## src/rtl/mem_port_responder_if.sv

```systemverilog
// CPU request/response and SRAM-side signals of one memory port.
// misalign_err exists only when MEM_RESP_MISALIGN_EN is defined.
interface mem_port_responder_if #(
    parameter int AW = 14
);
    logic          req_read;
    logic          req_write;
    logic [31:0]   req_addr;
    logic [31:0]   req_wdata;
    logic [2:0]    req_core_type;
    logic [31:0]   rsp_rdata;
    logic          rsp_stall;
    logic          sram_cs;
    logic          sram_oe;
    logic [3:0]    sram_web;
    logic [AW-1:0] sram_a;
    logic [31:0]   sram_di;
    logic [31:0]   sram_do;
`ifdef MEM_RESP_MISALIGN_EN
    logic          misalign_err;

    modport master (
        output req_read, req_write, req_addr, req_wdata, req_core_type, sram_do,
        input  rsp_rdata, rsp_stall, sram_cs, sram_oe, sram_web, sram_a, sram_di, misalign_err
    );
    modport slave (
        input  req_read, req_write, req_addr, req_wdata, req_core_type, sram_do,
        output rsp_rdata, rsp_stall, sram_cs, sram_oe, sram_web, sram_a, sram_di, misalign_err
    );
`else
    modport master (
        output req_read, req_write, req_addr, req_wdata, req_core_type, sram_do,
        input  rsp_rdata, rsp_stall, sram_cs, sram_oe, sram_web, sram_a, sram_di
    );
    modport slave (
        input  req_read, req_write, req_addr, req_wdata, req_core_type, sram_do,
        output rsp_rdata, rsp_stall, sram_cs, sram_oe, sram_web, sram_a, sram_di
    );
`endif
endinterface

```

## src/rtl/mem_port_responder.sv

```systemverilog
// Memory-port responder: one SRAM strobe per CPU request, stalling the core for
// LATENCY+1 cycles. Optional misalignment checking via MEM_RESP_MISALIGN_EN.
module mem_port_responder #(
    parameter int LATENCY = 2,
    parameter int AW      = 14
) (
    input  logic                clk,
    input  logic                rst,
    mem_port_responder_if.slave bus
);
    typedef enum logic [1:0] {IDLE, ACCESS, RESP} state_t;
    localparam logic [3:0] LAST = 4'(LATENCY - 1);

    state_t        state_q, state_d;
    logic [3:0]    cnt_q, cnt_d;
    logic          accept, finish;
    logic [AW-1:0] word_q;
    logic [1:0]    lane_q;
    logic [2:0]    type_q;
    logic          write_q;
    logic [31:0]   wdata_q, rdata_q;
    logic [3:0]    lane_mask;
    logic          misaligned, strobe, wr_strobe, rd_strobe;

    always_ff @(posedge clk or posedge rst) begin
        if (rst) begin
            state_q <= IDLE;
            cnt_q   <= '0;
        end else begin
            state_q <= state_d;
            cnt_q   <= cnt_d;
        end
    end

    always_comb begin
        state_d = state_q;
        cnt_d   = cnt_q;
        accept  = 1'b0;
        finish  = 1'b0;
        case (state_q)
            IDLE: begin
                if (bus.req_read || bus.req_write) begin
                    accept  = 1'b1;
                    state_d = ACCESS;
                    cnt_d   = '0;
                end
            end
            ACCESS: begin
                if (cnt_q == LAST) begin
                    finish  = 1'b1;
                    state_d = RESP;
                end else begin
                    cnt_d = cnt_q + 4'd1;
                end
            end
            RESP:    state_d = IDLE;
            default: state_d = IDLE;
        endcase
    end

    // Write wins when both request lines are high.
    always_ff @(posedge clk or posedge rst) begin
        if (rst) begin
            word_q  <= '0;
            lane_q  <= '0;
            type_q  <= '0;
            write_q <= 1'b0;
            wdata_q <= '0;
            rdata_q <= '0;
        end else begin
            if (accept) begin
                word_q  <= bus.req_addr[AW+1:2];
                lane_q  <= bus.req_addr[1:0];
                type_q  <= bus.req_core_type;
                write_q <= bus.req_write;
                wdata_q <= bus.req_wdata;
            end
            if (finish && !write_q) begin
                rdata_q <= misaligned ? 32'h0 : bus.sram_do;
            end
        end
    end

    always_comb begin
        lane_mask = 4'b0000;
        case (type_q)
            3'd1:    lane_mask = lane_q[1] ? 4'b0011 : 4'b1100;
            3'd2:    lane_mask = ~(4'b0001 << lane_q);
            default: lane_mask = 4'b0000;
        endcase
    end

`ifdef MEM_RESP_MISALIGN_EN
    always_comb begin
        misaligned = 1'b0;
        case (type_q)
            3'd1:    misaligned = lane_q[0];
            3'd2:    misaligned = 1'b0;
            default: misaligned = (lane_q != 2'b00);
        endcase
    end

    assign bus.misalign_err = (state_q == RESP) && misaligned;
`else
    assign misaligned = 1'b0;
`endif

    // Strobes are decoded from state so reset removes them immediately.
    assign strobe    = (state_q == ACCESS) && (cnt_q == 4'd0);
    assign wr_strobe = strobe && write_q && !misaligned;
    assign rd_strobe = strobe && !write_q;

    assign bus.sram_cs   = wr_strobe || rd_strobe;
    assign bus.sram_oe   = rd_strobe;
    assign bus.sram_web  = wr_strobe ? lane_mask : 4'b1111;
    assign bus.sram_a    = word_q;
    assign bus.sram_di   = wdata_q;
    assign bus.rsp_rdata = rdata_q;
    assign bus.rsp_stall = !rst && ((state_q == IDLE) ? (bus.req_read || bus.req_write)
                                                      : (state_q == ACCESS));
endmodule

```

## src/flat_wrapper.sv

```systemverilog
// flat-port wrapper written by rule: the top's interface ports become plain ports
module mem_port_responder_flat 
#(
    parameter int LATENCY = 2,
    parameter int AW      = 14
)
  (clk, rst, bus_req_read, bus_req_write, bus_req_addr, bus_req_wdata, bus_req_core_type, bus_sram_do, bus_rsp_rdata, bus_rsp_stall, bus_sram_cs, bus_sram_oe, bus_sram_web, bus_sram_a, bus_sram_di);
  mem_port_responder_if #(.AW(AW)) bus_i ();
  input  logic clk;
  input  logic rst;
  input wire logic [$bits(bus_i.req_read)-1:0] bus_req_read;
  input wire logic [$bits(bus_i.req_write)-1:0] bus_req_write;
  input wire logic [$bits(bus_i.req_addr)-1:0] bus_req_addr;
  input wire logic [$bits(bus_i.req_wdata)-1:0] bus_req_wdata;
  input wire logic [$bits(bus_i.req_core_type)-1:0] bus_req_core_type;
  input wire logic [$bits(bus_i.sram_do)-1:0] bus_sram_do;
  output wire logic [$bits(bus_i.rsp_rdata)-1:0] bus_rsp_rdata;
  output wire logic [$bits(bus_i.rsp_stall)-1:0] bus_rsp_stall;
  output wire logic [$bits(bus_i.sram_cs)-1:0] bus_sram_cs;
  output wire logic [$bits(bus_i.sram_oe)-1:0] bus_sram_oe;
  output wire logic [$bits(bus_i.sram_web)-1:0] bus_sram_web;
  output wire logic [$bits(bus_i.sram_a)-1:0] bus_sram_a;
  output wire logic [$bits(bus_i.sram_di)-1:0] bus_sram_di;
  assign bus_i.req_read = bus_req_read;
  assign bus_i.req_write = bus_req_write;
  assign bus_i.req_addr = bus_req_addr;
  assign bus_i.req_wdata = bus_req_wdata;
  assign bus_i.req_core_type = bus_req_core_type;
  assign bus_i.sram_do = bus_sram_do;
  assign bus_rsp_rdata = bus_i.rsp_rdata;
  assign bus_rsp_stall = bus_i.rsp_stall;
  assign bus_sram_cs = bus_i.sram_cs;
  assign bus_sram_oe = bus_i.sram_oe;
  assign bus_sram_web = bus_i.sram_web;
  assign bus_sram_a = bus_i.sram_a;
  assign bus_sram_di = bus_i.sram_di;
  mem_port_responder #(.LATENCY(LATENCY), .AW(AW)) u_core (.clk(clk), .rst(rst), .bus(bus_i));
endmodule
```

## config.mk

```make
export PLATFORM = sky130hd
export DESIGN_NAME = mem_port_responder_flat
export DESIGN_NICKNAME = d
export VERILOG_FILES = /design/src/rtl/mem_port_responder_if.sv /design/src/rtl/mem_port_responder.sv /design/src/flat_wrapper.sv
export SDC_FILE = /design/constraint.sdc
export NUM_CORES = 1
export LEC_CHECK = 0
export CAP_MARGIN = 40
export CORE_UTILIZATION = 30
export CTS_BUF_LIST = sky130_fd_sc_hd__clkbuf_16
export DETAILED_ROUTE_END_ITERATION = 8
export SYNTH_ARGS = -nofsm -noshare
export SYNTH_HDL_FRONTEND = slang
export SYNTH_SLANG_ARGS = --single-unit
```

## constraint.sdc

```tcl
create_clock -name clk -period 5 [get_ports clk]
set_clock_uncertainty 0.2 [all_clocks]
set_input_delay 0.5 -clock clk [delete_from_list [all_inputs] [get_ports clk]]
set_output_delay 0.5 -clock clk [all_outputs]
set_load 0.05 [all_outputs]
```

== After elaboration in Yosys (flattened, before gate mapping) ==
Cells that the tools add are included.

* Word-level logic and storage cells: 46
* Register bits: 90

* Equality and inequality tests: 7
* Multiplexer cells: 14
* Bitwise operators: 1
* $add $sub $neg: 1
* Shift operators: 1
* Reduce and logical (&&, ||, !) cells: 14

{| class="wikitable"
|+ Operators by type and width
! cell !! number
|-
| $mux W4 || 4
|-
| $pmux W4 S2 || 2
|-
| $logic_and A1 B1 Y1 || 5
|-
| $mux W1 || 5
|-
| $add A4 B1 Y4 const B || 1
|-
| $eq A4 B1 Y1 const B || 1
|-
| $logic_not A4 Y1 || 1
|-
| $mux W2 || 2
|-
| $ne A2 B1 Y1 const B || 2
|-
| $not A4 Y4 || 1
|-
| $pmux W2 S2 || 1
|-
| $shl A1 B2 Y4 const A || 1
|-
| $eq A3 B1 Y1 const B || 1
|-
| $eq A3 B2 Y1 const B || 1
|-
| $reduce_and A3 Y1 || 1
|-
| $eq A2 B1 Y1 const B || 1
|-
| $logic_not A1 Y1 || 2
|-
| $logic_not A2 Y1 || 1
|-
| $logic_or A1 B1 Y1 || 2
|-
| $ne A2 B2 Y1 const B || 1
|-
| $reduce_and A2 Y1 || 1
|-
| $reduce_bool A2 Y1 || 1
|}

== Depth between registers and ports, before layout ==
Gate-level depths: netlist of the first run.

* Depth in word-level cells: 4
* Gate-level depth with buffers: 6
* Mapped depth without buffers: 5

== Least setup slack after synthesis of the first run ==
Ideal clock, no wire load.

* Path type: flip-flop to output port
* From: register u_core.cnt_q[2]
* To: output bus_sram_oe
* Buffers on the path: 0
* Setup slack: 2.239 ns
* Cell stages (with the launch flop): 3
* Data required time: 4.300 ns
* Data arrival time: 2.061 ns
* Cells stage by stage: dfrtp_1 or4b_1 nor3_1

* Word-level cells in the longest chain between the ends: 3

{| class="wikitable"
|+ Ends and longest elaborated chain
! element !! line !! text
|-
| start: declaration || mem_port_responder.sv:15 || <nowiki>logic [3:0] cnt_q, cnt_d;</nowiki>
|-
| start signal: assignment || mem_port_responder.sv:31 || <nowiki>cnt_q <= cnt_d;</nowiki>
|-
| $logic_not A4 Y1 || mem_port_responder.sv:109 || <nowiki>assign strobe = (state_q == ACCESS) && (cnt_q == 4'd0);</nowiki>
|-
| $logic_and A1 B1 Y1 || mem_port_responder.sv:109 ||
|-
| $logic_and A1 B1 Y1 || mem_port_responder.sv:111 || <nowiki>assign rd_strobe = strobe && !write_q;</nowiki>
|-
| end: declaration || flat_wrapper.sv:20 || <nowiki>output wire logic [$bits(bus_i.sram_oe)-1:0] bus_sram_oe;</nowiki>
|}

No other way between the ends.

== Worst setup path in the final report of the first run ==
* From: register u_core.cnt_q[2]
* To: output bus_sram_web[0]

* Word-level cells in the longest chain between the ends: 4

{| class="wikitable"
|+ Ends and longest elaborated chain
! element !! line !! text
|-
| $logic_not A4 Y1 || mem_port_responder.sv:109 ||
|-
| $logic_and A1 B1 Y1 || mem_port_responder.sv:109 ||
|-
| $logic_and A1 B1 Y1 || mem_port_responder.sv:110 || <nowiki>assign wr_strobe = strobe && write_q && !misaligned;</nowiki>
|-
| $mux W4 || mem_port_responder.sv:115 || <nowiki>assign bus.sram_web = wr_strobe ? lane_mask : 4'b1111;</nowiki>
|-
| end: declaration || flat_wrapper.sv:21 || <nowiki>output wire logic [$bits(bus_i.sram_web)-1:0] bus_sram_web;</nowiki>
|}

No other way between the ends.

==> results of run 1 <==
## worst max-delay path, cell delays in order (launching register included)
cell	delay, ns
dfrtp_1	0.44
or4b_1	0.62
nor3_1	0.26
o21ai_0	0.14
clkdlybuf4s50_1	0.73
## cells in the mapped netlist, types with 3 or more instances
master    instances  area, um^2
o21ai_0           5        25.0
buf_2             5        25.0
inv_1             4        15.0
mux2_1           40         450
nor2_1            3        11.3
mux2_2           43         484
buf_6             3        33.8
nor3b_1           3        22.5
dfrtp_1          90        2250
nand2b_1          4        25.0
ha_1              3        37.5
nor3_1            6        30.0
nand2_1           4        15.0
## worst paths after layout
path | slack [ns] | start | to | cells after the start
min in group clk | 0.28 | u_core.bus.rsp_rdata[5] | u_core.bus.rsp_rdata[5] | 1
min reg2reg | 0.28 | u_core.bus.rsp_rdata[5] | u_core.bus.rsp_rdata[5] | 1
max reg2reg | 2.71 | u_core.state_q[1] | u_core.bus.sram_a[11] | 4
min | 0.24 | rst | u_core.bus.sram_di[11] | 2
max | 1.77 | u_core.cnt_q[2] | bus_sram_web[0] | 4
max in group asynchronous | 3.63 | rst | u_core.state_q[1] | 3
## cells by family (layout without fill, tap and decap cells)
kind of cell | Yosys count | in the layout | synth area share
buf+inv | 12 | 196 | 0.0206
simple gates | 29 | 29 | 0.0518
fa+ha+maj | 3 | 3 | 0.0105
mux | 84 | 84 | 0.264
xor+xnor | 2 | 2 | 0.00490
compound gates | 10 | 10 | 0.0179
flops | 90 | 90 | 0.630
## stage by stage
stage / setup slack (ns) / util
2_1_floorplan: 1.96 / -
3_3_place_gp: 1.98 / 0.472
3_5_place_dp: 2.15 / 0.477
4_1_cts: 1.77 / 0.499
5_1_grt: 1.59 / 0.499
6_report: 1.77 / 0.499
## sequential cells by signal (all words and copies together) (netlist names)
register / cells
u_core.bus.rsp_rdata: 32
u_core.bus.sram_di: 32
u_core.bus.sram_a: 14
u_core.cnt_q: 4
u_core.type_q: 3
u_core.lane_q: 2
u_core.state_q: 2
u_core.write_q: 1
## final cells by class
class / instances / area, um^2 / area share
Clock buffer: 9 / 225 / 0.0392
Clock inverter: 7 / 28.8 / 0.00501
Tap cell: 143 / 179 / 0.0311
Inverter: 4 / 16.3 / 0.00283
Timing Repair Buffer: 176 / 1790 / 0.311
Sequential cell: 90 / 2250 / 0.392
Multi-Input combinational cell: 128 / 1250 / 0.218
## routing by layer
layer | part of all wire | routed length (um) | GRT usage | vias up
li1 | - | - | - | 1177
met1 | 0.40 | 3260 | 0.173 | 1245
met2 | 0.49 | 3940 | 0.223 | 93
met3 | 0.087 | 706 | 0.0481 | 11
met4 | 0.020 | 158 | 0.0703 | 0
met5 | 0 | 0 | 0 | -
==> reports/metrics.cfg, run 1 <==
[cts]
clock_sinks=90
holdBufCountCts=0
cts.clk_slew.worst_paths_ns=0.06
cts-resized-gates=0
numCtsBuffers=9
clkLatencyLatePin_ns=0.33
cts_max_path_buffers=2
cts_tree=yes
h-tree-depth=3
root_buffer=clkbuf_16
post_cts_buffers=0

[routing]
drt_iter0_drc=58
wl_per_cell_um=14.5
drt_pass1_iterations=6
viasPerCell=4.54
vias=2526
postRouteAntennaNets=0
routed_wirelength_mm=8.07
drc=24

[sta]
whs_ns=0.242
fin_crit_sh=0.646
rsz0062_at_grt=false
hold_violations=0
fmax_ghz=0.309
drv_slew=0
tightest_slew_ns=0.573
relSlewSlack=0.617
period_needed_ns=3.23
fin_setup_tns_ns=0
finalSetupViolations=0

[final_layout]
finalNonFillerCells=557
final_common_cell=clkdlybuf4s50_1
nets=515
syn2layout_area_growth_pct=60.7
design_area_um2=5740
diodes=0
nFillCells=1054
final_cell_mix=171 x clkdlybuf4s50_1, 90 x dfrtp_1, 43 x mux2_2
drive_gt1_frac=0.157

[critical_path]
cp.arrival_ns=2.53
cp_max_fo=7
path_class=register to output pin
crit_required_ns=4.30
crit_path_start_kind=register
endpoint_kind=output pin

[yosys]
syn_inst=230
synthArstFlopShare=1.00
synth-seq-area-share=0.630
ys.flop_type=dfrtp_1
syn_nets=336
avgSynthCellArea_um2=15.5
yosys.cell_types.count=27
yosys_warnings=0
synth_area_um2=3570
synth_edf_count=0
yosys_register_bits=90

[floorplan]
die_y_um=111
fp-row-count=39
die_area_um2=12400
pin_count=188
start_util=0.310
coreArea_um2=11500
chipWidth_um=111

[global_route]
grt.total_usage=0.142
grt_max_degree=45
grt_pass1_vias=2705
grt_pass1_wl_mm=13.7
antenna_found_initial=0
grt-ovfl-total=0

[placed_design]
port_buffers=171
dp_cells=541
finalWeightedCongestion=0.726
dpl_cell_area_um2=5490
dpl.hpwl_mm=5.94

[flow_run]
cap_violations=0

[worst_hold_path]
hold_path.class=primary input to async pin

[outcome]
outcome=finished, violations left
violations=DRC

Power of run 1 is not shown: default switching activity piles up to over one toggle a cycle in this logic, so the estimate is an artifact.
==> inputs of run 2 (changes only) <==
- clock period: 5 -> 3 ns (I/O delays scaled with it)
==> run 2 against run 1 <==
Against the previous run:
- the run still ends with DRC left
- count of clock-buffer cells in the layout did not move
- non-clock buffer count did not move
- worst setup slack got worse by 1.6 ns
- utilization fell by 0.065 points
- die area did not move
- hold slack got worse by 0.068 ns
- global-route usage fell by 0.17 points
- critical path type unchanged
==> reports/metrics.cfg, run 2 (synthesized netlist as in run 1, its figures left out) <==
[final_layout]
final_cell_mix=166 x clkdlybuf4s50_1, 90 x dfrtp_1, 43 x mux2_2  ; was 171 x clkdlybuf4s50_1, 90 x dfrtp_1, 43 x mux2_2
nets=515  ; unchanged
final_common_cell=clkdlybuf4s50_1  ; unchanged
syn2layout_area_growth_pct=60.5  ; was 60.7%
diodes=0  ; unchanged
drive_gt1_frac=0.160  ; was 0.157
design_area_um2=5740  ; about the same

[critical_path]
crit_path_top_delay_cell=clkdlybuf4s50_1  ; unchanged
r2r-end=u_core.bus.rsp_rdata[3]  ; was u_core.bus.sram_a[11]
cp.arrival_ns=2.37  ; was 2.53 ns
crit_path_start_kind=register  ; unchanged
path_cells=or4b_1 -> nor2_1 -> clkdlybuf4s50_1  ; was or4b_1 -> nor3_1 -> o21ai_0 -> clkdlybuf4s50_1
worst-r2r-cell-count=6  ; was 4
r2r-start=u_core.cnt_q[1]  ; was u_core.state_q[1]
rrSetupSlack_ns=0.86  ; was 2.71 ns
path_class=register to output pin  ; unchanged
slowest_delay_ns=0.83  ; was 0.73 ns
cp_max_fo=7  ; unchanged
crit_required_ns=2.50  ; was 4.30 ns
endpoint_kind=output pin  ; unchanged

[sta]
rsz0062_at_grt=false  ; unchanged
fin_crit_sh=0.958
tightest_slew_ns=0.599  ; was 0.573 ns
relSlewSlack=0.600  ; was 0.617
setup_slack_ns=0.126  ; was 1.77 ns
whs_ns=0.174  ; was 0.242 ns
hold_violations=0  ; unchanged
drv_slew=0  ; unchanged
fmax_ghz=0.348
fin_setup_tns_ns=0  ; unchanged
finalSetupViolations=0  ; unchanged
period_needed_ns=2.87

[routing]
wl_per_cell_um=14.7  ; was 14.5 um
drt_iter0_drc=110  ; was 58
drc=24  ; unchanged
vias=2521  ; was 2,526
postRouteAntennaNets=0  ; unchanged
viasPerCell=4.53  ; was 4.54
routed_wirelength_mm=8.19  ; was 8.07 mm
drt_pass1_iterations=7  ; was 6

[placed_design]
dpl_cell_area_um2=5460  ; was 5490 um^2
finalWeightedCongestion=0.741  ; was 0.726
dpl.hpwl_mm=6.01  ; was 5.94 mm
port_buffers=171  ; unchanged
pre_cts_ws_ns=0.231  ; was 2.15 ns

[floorplan]
start_util=0.310  ; unchanged
chipWidth_um=111  ; unchanged
die_area_um2=12400  ; unchanged
fp-row-count=39  ; unchanged
die_y_um=111  ; unchanged
coreArea_um2=11500  ; unchanged
pin_count=188  ; unchanged

[global_route]
grt_pass1_vias=2671  ; was 2,705
grt-ovfl-total=0  ; unchanged
grt_max_degree=36  ; was 45
grt.total_usage=0.140  ; was 0.142
antenna_found_initial=0  ; unchanged
grt_pass1_wl_mm=13.6  ; was 13.7 mm

[cts]
cts_tree=yes  ; unchanged
root_buffer=clkbuf_16  ; unchanged
holdBufCountCts=0  ; unchanged
cts.clk_slew.worst_paths_ns=0.06  ; about the same
numCtsBuffers=9  ; unchanged
clock_sinks=90  ; unchanged
post_cts_buffers=0  ; unchanged
h-tree-depth=3  ; unchanged
cts_max_path_buffers=2  ; unchanged
clkLatencyLatePin_ns=0.33  ; about the same

[flow_run]
cap_violations=0  ; unchanged

[worst_hold_path]
hold_path.class=primary input to async pin  ; unchanged

[outcome]
violations=DRC  ; unchanged
outcome=finished, violations left  ; unchanged

-- run 2: cell types whose count changed in the layout (fill, tap and decap cells not counted) --
| cell | before | now |
|---|---|---|
| clkdlybuf4s50_1 | 171 | 166 |
| dlygate4sd2_1 | 0 | 4 |
| buf_16 | 2 | 0 |
| clkinv_1 | 3 | 1 |
| buf_12 | 0 | 1 |
| buf_4 | 3 | 4 |
| bufinv_16 | 0 | 1 |
| dlymetal6s2s_1 | 0 | 1 |
-- run 2: critical path, delay by kind of cell (launching register included) --
| kind | cells | cell delay [ns] |
|---|---|---|
| buffers and inverters | 1 | 0.83 |
| AND/OR/NAND/NOR | 2 | 0.78 |
| flip-flops | 1 | 0.44 |
-- run 2: cell type report --
cell class,count,area [um^2]
fillers,1036,5780
clock buffers,9,225
flip-flops and latches,90,2250
well taps,143,179
multi-input cells,128,1250
inverters,4,16.3
clock inverters,6,51.3
repair buffers,176,1760
-- run 2: layer usage --
layer | up-vias | wire, um | track usage
li1 | 1167 | - | -
met1 | 1253 | 3390 | 0.174
met2 | 93 | 4060 | 0.226
met3 | 8 | 637 | 0.0437
met4 | 0 | 102 | 0.0568
met5 | - | 0 | 0
-- run 2: how the worst max path moves through the flow --
| stage | startpoint | endpoint | slack, ns | cells after the start |
|---|---|---|---|---|
| after global placement | u_core.cnt_q[2] | bus_sram_web[0] | 0.29 | 4 |
| after global routing | u_core.cnt_q[2] | bus_sram_cs | 0.08 | 3 |
| final | u_core.cnt_q[2] | bus_sram_cs | 0.13 | 3 |
| after CTS | u_core.cnt_q[2] | bus_sram_oe | 0.02 | 3 |
| after floorplan | rst | u_core.bus.rsp_rdata[0] | 0.16 | 1 |
| after detailed placement | u_core.cnt_q[2] | bus_sram_web[0] | 0.23 | 4 |
-- run 2: stage by stage --
| stage | util | instances |
|---|---|---|
| 6_report | 0.498 | 556 |
| 5_1_grt | 0.498 | 556 |
| 4_1_cts | 0.498 | 556 |
| 3_5_place_dp | 0.474 | 541 |
| 3_3_place_gp | 0.474 | 541 |
| 2_1_floorplan | - | 230 |
-- run 2: timing repair --
item                       4_1_cts  5_1_grt
gates resized for setup          4        1
gates cloned                     0        0
setup endpoints to repair        4        1
Power of run 2 is left out for the same reason.
==> inputs of run 3 (changes only) <==
- MAX_ROUTING_LAYER: default -> met4
==> run 3 against run 2 <==
Against the previous run:
- the flow still finishes with violations (DRC)
- first-iteration DRC count shrank 9.1%
- maximum frequency rose by 0.24%
- routed wire length hardly changed
- critical endpoint unchanged
- critical path depth unchanged
- utilization stayed put
- final area unchanged
- worst setup slack improved by 0.0069 ns
==> reports/metrics.cfg, run 3 (synthesized netlist as in run 1, its figures left out) <==
[worst_hold_path]
hold_path.class=primary input to async pin  ; unchanged

[routing]
drc=24  ; unchanged
wl_per_cell_um=14.7  ; about the same
postRouteAntennaNets=0  ; unchanged
drt_pass1_iterations=7  ; unchanged
viasPerCell=4.53  ; about the same
vias=2520  ; was 2,521
drt_iter0_drc=100  ; was 110
routed_wirelength_mm=8.19  ; about the same

[critical_path]
cp.arrival_ns=2.37  ; about the same
crit_required_ns=2.50  ; about the same
r2r-start=u_core.cnt_q[1]  ; unchanged
path_cells=or4b_1 -> nor2_1 -> clkdlybuf4s50_1  ; unchanged
cp-endpoint=bus_sram_cs  ; unchanged
startpoint=u_core.cnt_q[2]  ; unchanged
crit_path_top_delay_cell=clkdlybuf4s50_1  ; unchanged
crit_path_start_kind=register  ; unchanged
cp_max_fo=7  ; unchanged
endpoint_kind=output pin  ; unchanged
worst-r2r-cell-count=6  ; unchanged
slowest_delay_ns=0.83  ; about the same
r2r-end=u_core.bus.rsp_rdata[3]  ; unchanged
path_class=register to output pin  ; unchanged
rrSetupSlack_ns=0.85  ; was 0.86 ns

[final_layout]
final_common_cell=clkdlybuf4s50_1  ; unchanged
nets=515  ; unchanged
fin_util=0.498  ; unchanged
final_cell_mix=166 x clkdlybuf4s50_1, 90 x dfrtp_1, 43 x mux2_2  ; unchanged
finalNonFillerCells=556  ; unchanged
diodes=0  ; unchanged
nFillCells=1036  ; unchanged
syn2layout_area_growth_pct=60.5  ; unchanged
drive_gt1_frac=0.160  ; unchanged
multi_input_area_um2=1250  ; unchanged
regArea_um2=2250  ; unchanged

[floorplan]
pin_count=188  ; unchanged
coreArea_um2=11500  ; unchanged
die_area_um2=12400  ; unchanged
fp-row-count=39  ; unchanged
start_util=0.310  ; unchanged
die_y_um=111  ; unchanged
chipWidth_um=111  ; unchanged

[sta]
relSlewSlack=0.599  ; was 0.600
fin_setup_tns_ns=0  ; unchanged
finalSetupViolations=0  ; unchanged
tightest_slew_ns=0.601  ; was 0.599 ns
fin_crit_sh=0.956  ; was 0.958
fmax_ghz=0.349  ; was 0.348 GHz
period_needed_ns=2.87  ; about the same
hold_violations=0  ; unchanged
rsz0062_at_grt=false  ; unchanged
drv_slew=0  ; unchanged

[cts]
numCtsBuffers=9  ; unchanged
h-tree-depth=3  ; unchanged
clkLatencyLatePin_ns=0.33  ; about the same
holdBufCountCts=0  ; unchanged
cts_max_path_buffers=2  ; unchanged
clock_sinks=90  ; unchanged
cts_tree=yes  ; unchanged
post_cts_buffers=0  ; unchanged
cts.clk_slew.worst_paths_ns=0.06  ; about the same
root_buffer=clkbuf_16  ; unchanged
cts-resized-gates=4  ; unchanged

[global_route]
grt_pass1_wl_mm=13.5  ; was 13.6 mm
grt-ovfl-total=0  ; unchanged
grt_use_met1=0.177  ; was 0.174
grt_util_met2=0.227  ; was 0.226
grt.total_usage=0.143  ; was 0.140
grt_pass1_vias=2695  ; was 2,671
top_usage_layer=met2  ; unchanged
grtUsageMet3=0.0350  ; was 0.0437
antenna_found_initial=0  ; unchanged
grt_max_degree=36  ; unchanged

[placed_design]
dpl.hpwl_mm=6.01  ; unchanged
port_buffers=171  ; unchanged
finalWeightedCongestion=0.750  ; was 0.741
dp_cells=541  ; unchanged

[outcome]
violations=DRC  ; unchanged
outcome=finished, violations left  ; unchanged

[flow_run]
cap_violations=0  ; unchanged

[run 3: layout make-up]
type / count / area share
flip-flops and latches: 90 / 0.393
well taps: 143 / 0.0312
inverters: 4 / 0.00284
multi-input cells: 128 / 0.219
clock inverters: 6 / 0.00894
clock buffers: 9 / 0.0393
repair buffers: 176 / 0.307
[run 3: worst min-delay path by stage]
| stage | to | slack (ns) | cells after the start |
|---|---|---|---|
| 2_1_floorplan | u_core.bus.sram_a[1] | 0.23 | 1 |
| 3_3_place_gp | u_core.bus.rsp_rdata[23] | 0.27 | 1 |
| 3_5_place_dp | u_core.bus.sram_di[9] | 0.27 | 1 |
| 4_1_cts | u_core.bus.sram_di[15] | 0.19 | 2 |
| 5_1_grt | u_core.state_q[1] | 0.23 | 2 |
| 6_report | u_core.state_q[1] | 0.17 | 2 |
[run 3: per-stage QoR]
stage | setup slack (ns) | instance area [um^2] | hold slack (ns)
3_3_place_gp | 0.295 | 5460 | 0.266
4_1_cts | 0.0230 | 5730 | 0.192
2_1_floorplan | 0.165 | 3570 | 0.235
3_5_place_dp | 0.231 | 5460 | 0.274
5_1_grt | 0.0790 | 5740 | 0.231
6_report | 0.133 | 5740 | 0.174
[run 3: critical path, delay by kind of cell, from the launching register on]
kind | cells | cell delay (ns)
buffers and inverters | 1 | 0.83
AND/OR/NAND/NOR | 2 | 0.77
flip-flops | 1 | 0.44
[run 3: routing by layer]
layer / part of all wire / vias to the layer above / wire (um)
li1: - / 1166 / -
met1: 0.42 / 1252 / 3480
met2: 0.50 / 94 / 4070
met3: 0.066 / 8 / 544
met4: 0.012 / 0 / 101
met5: 0 / - / 0
Power of run 3 is left out for the same reason.
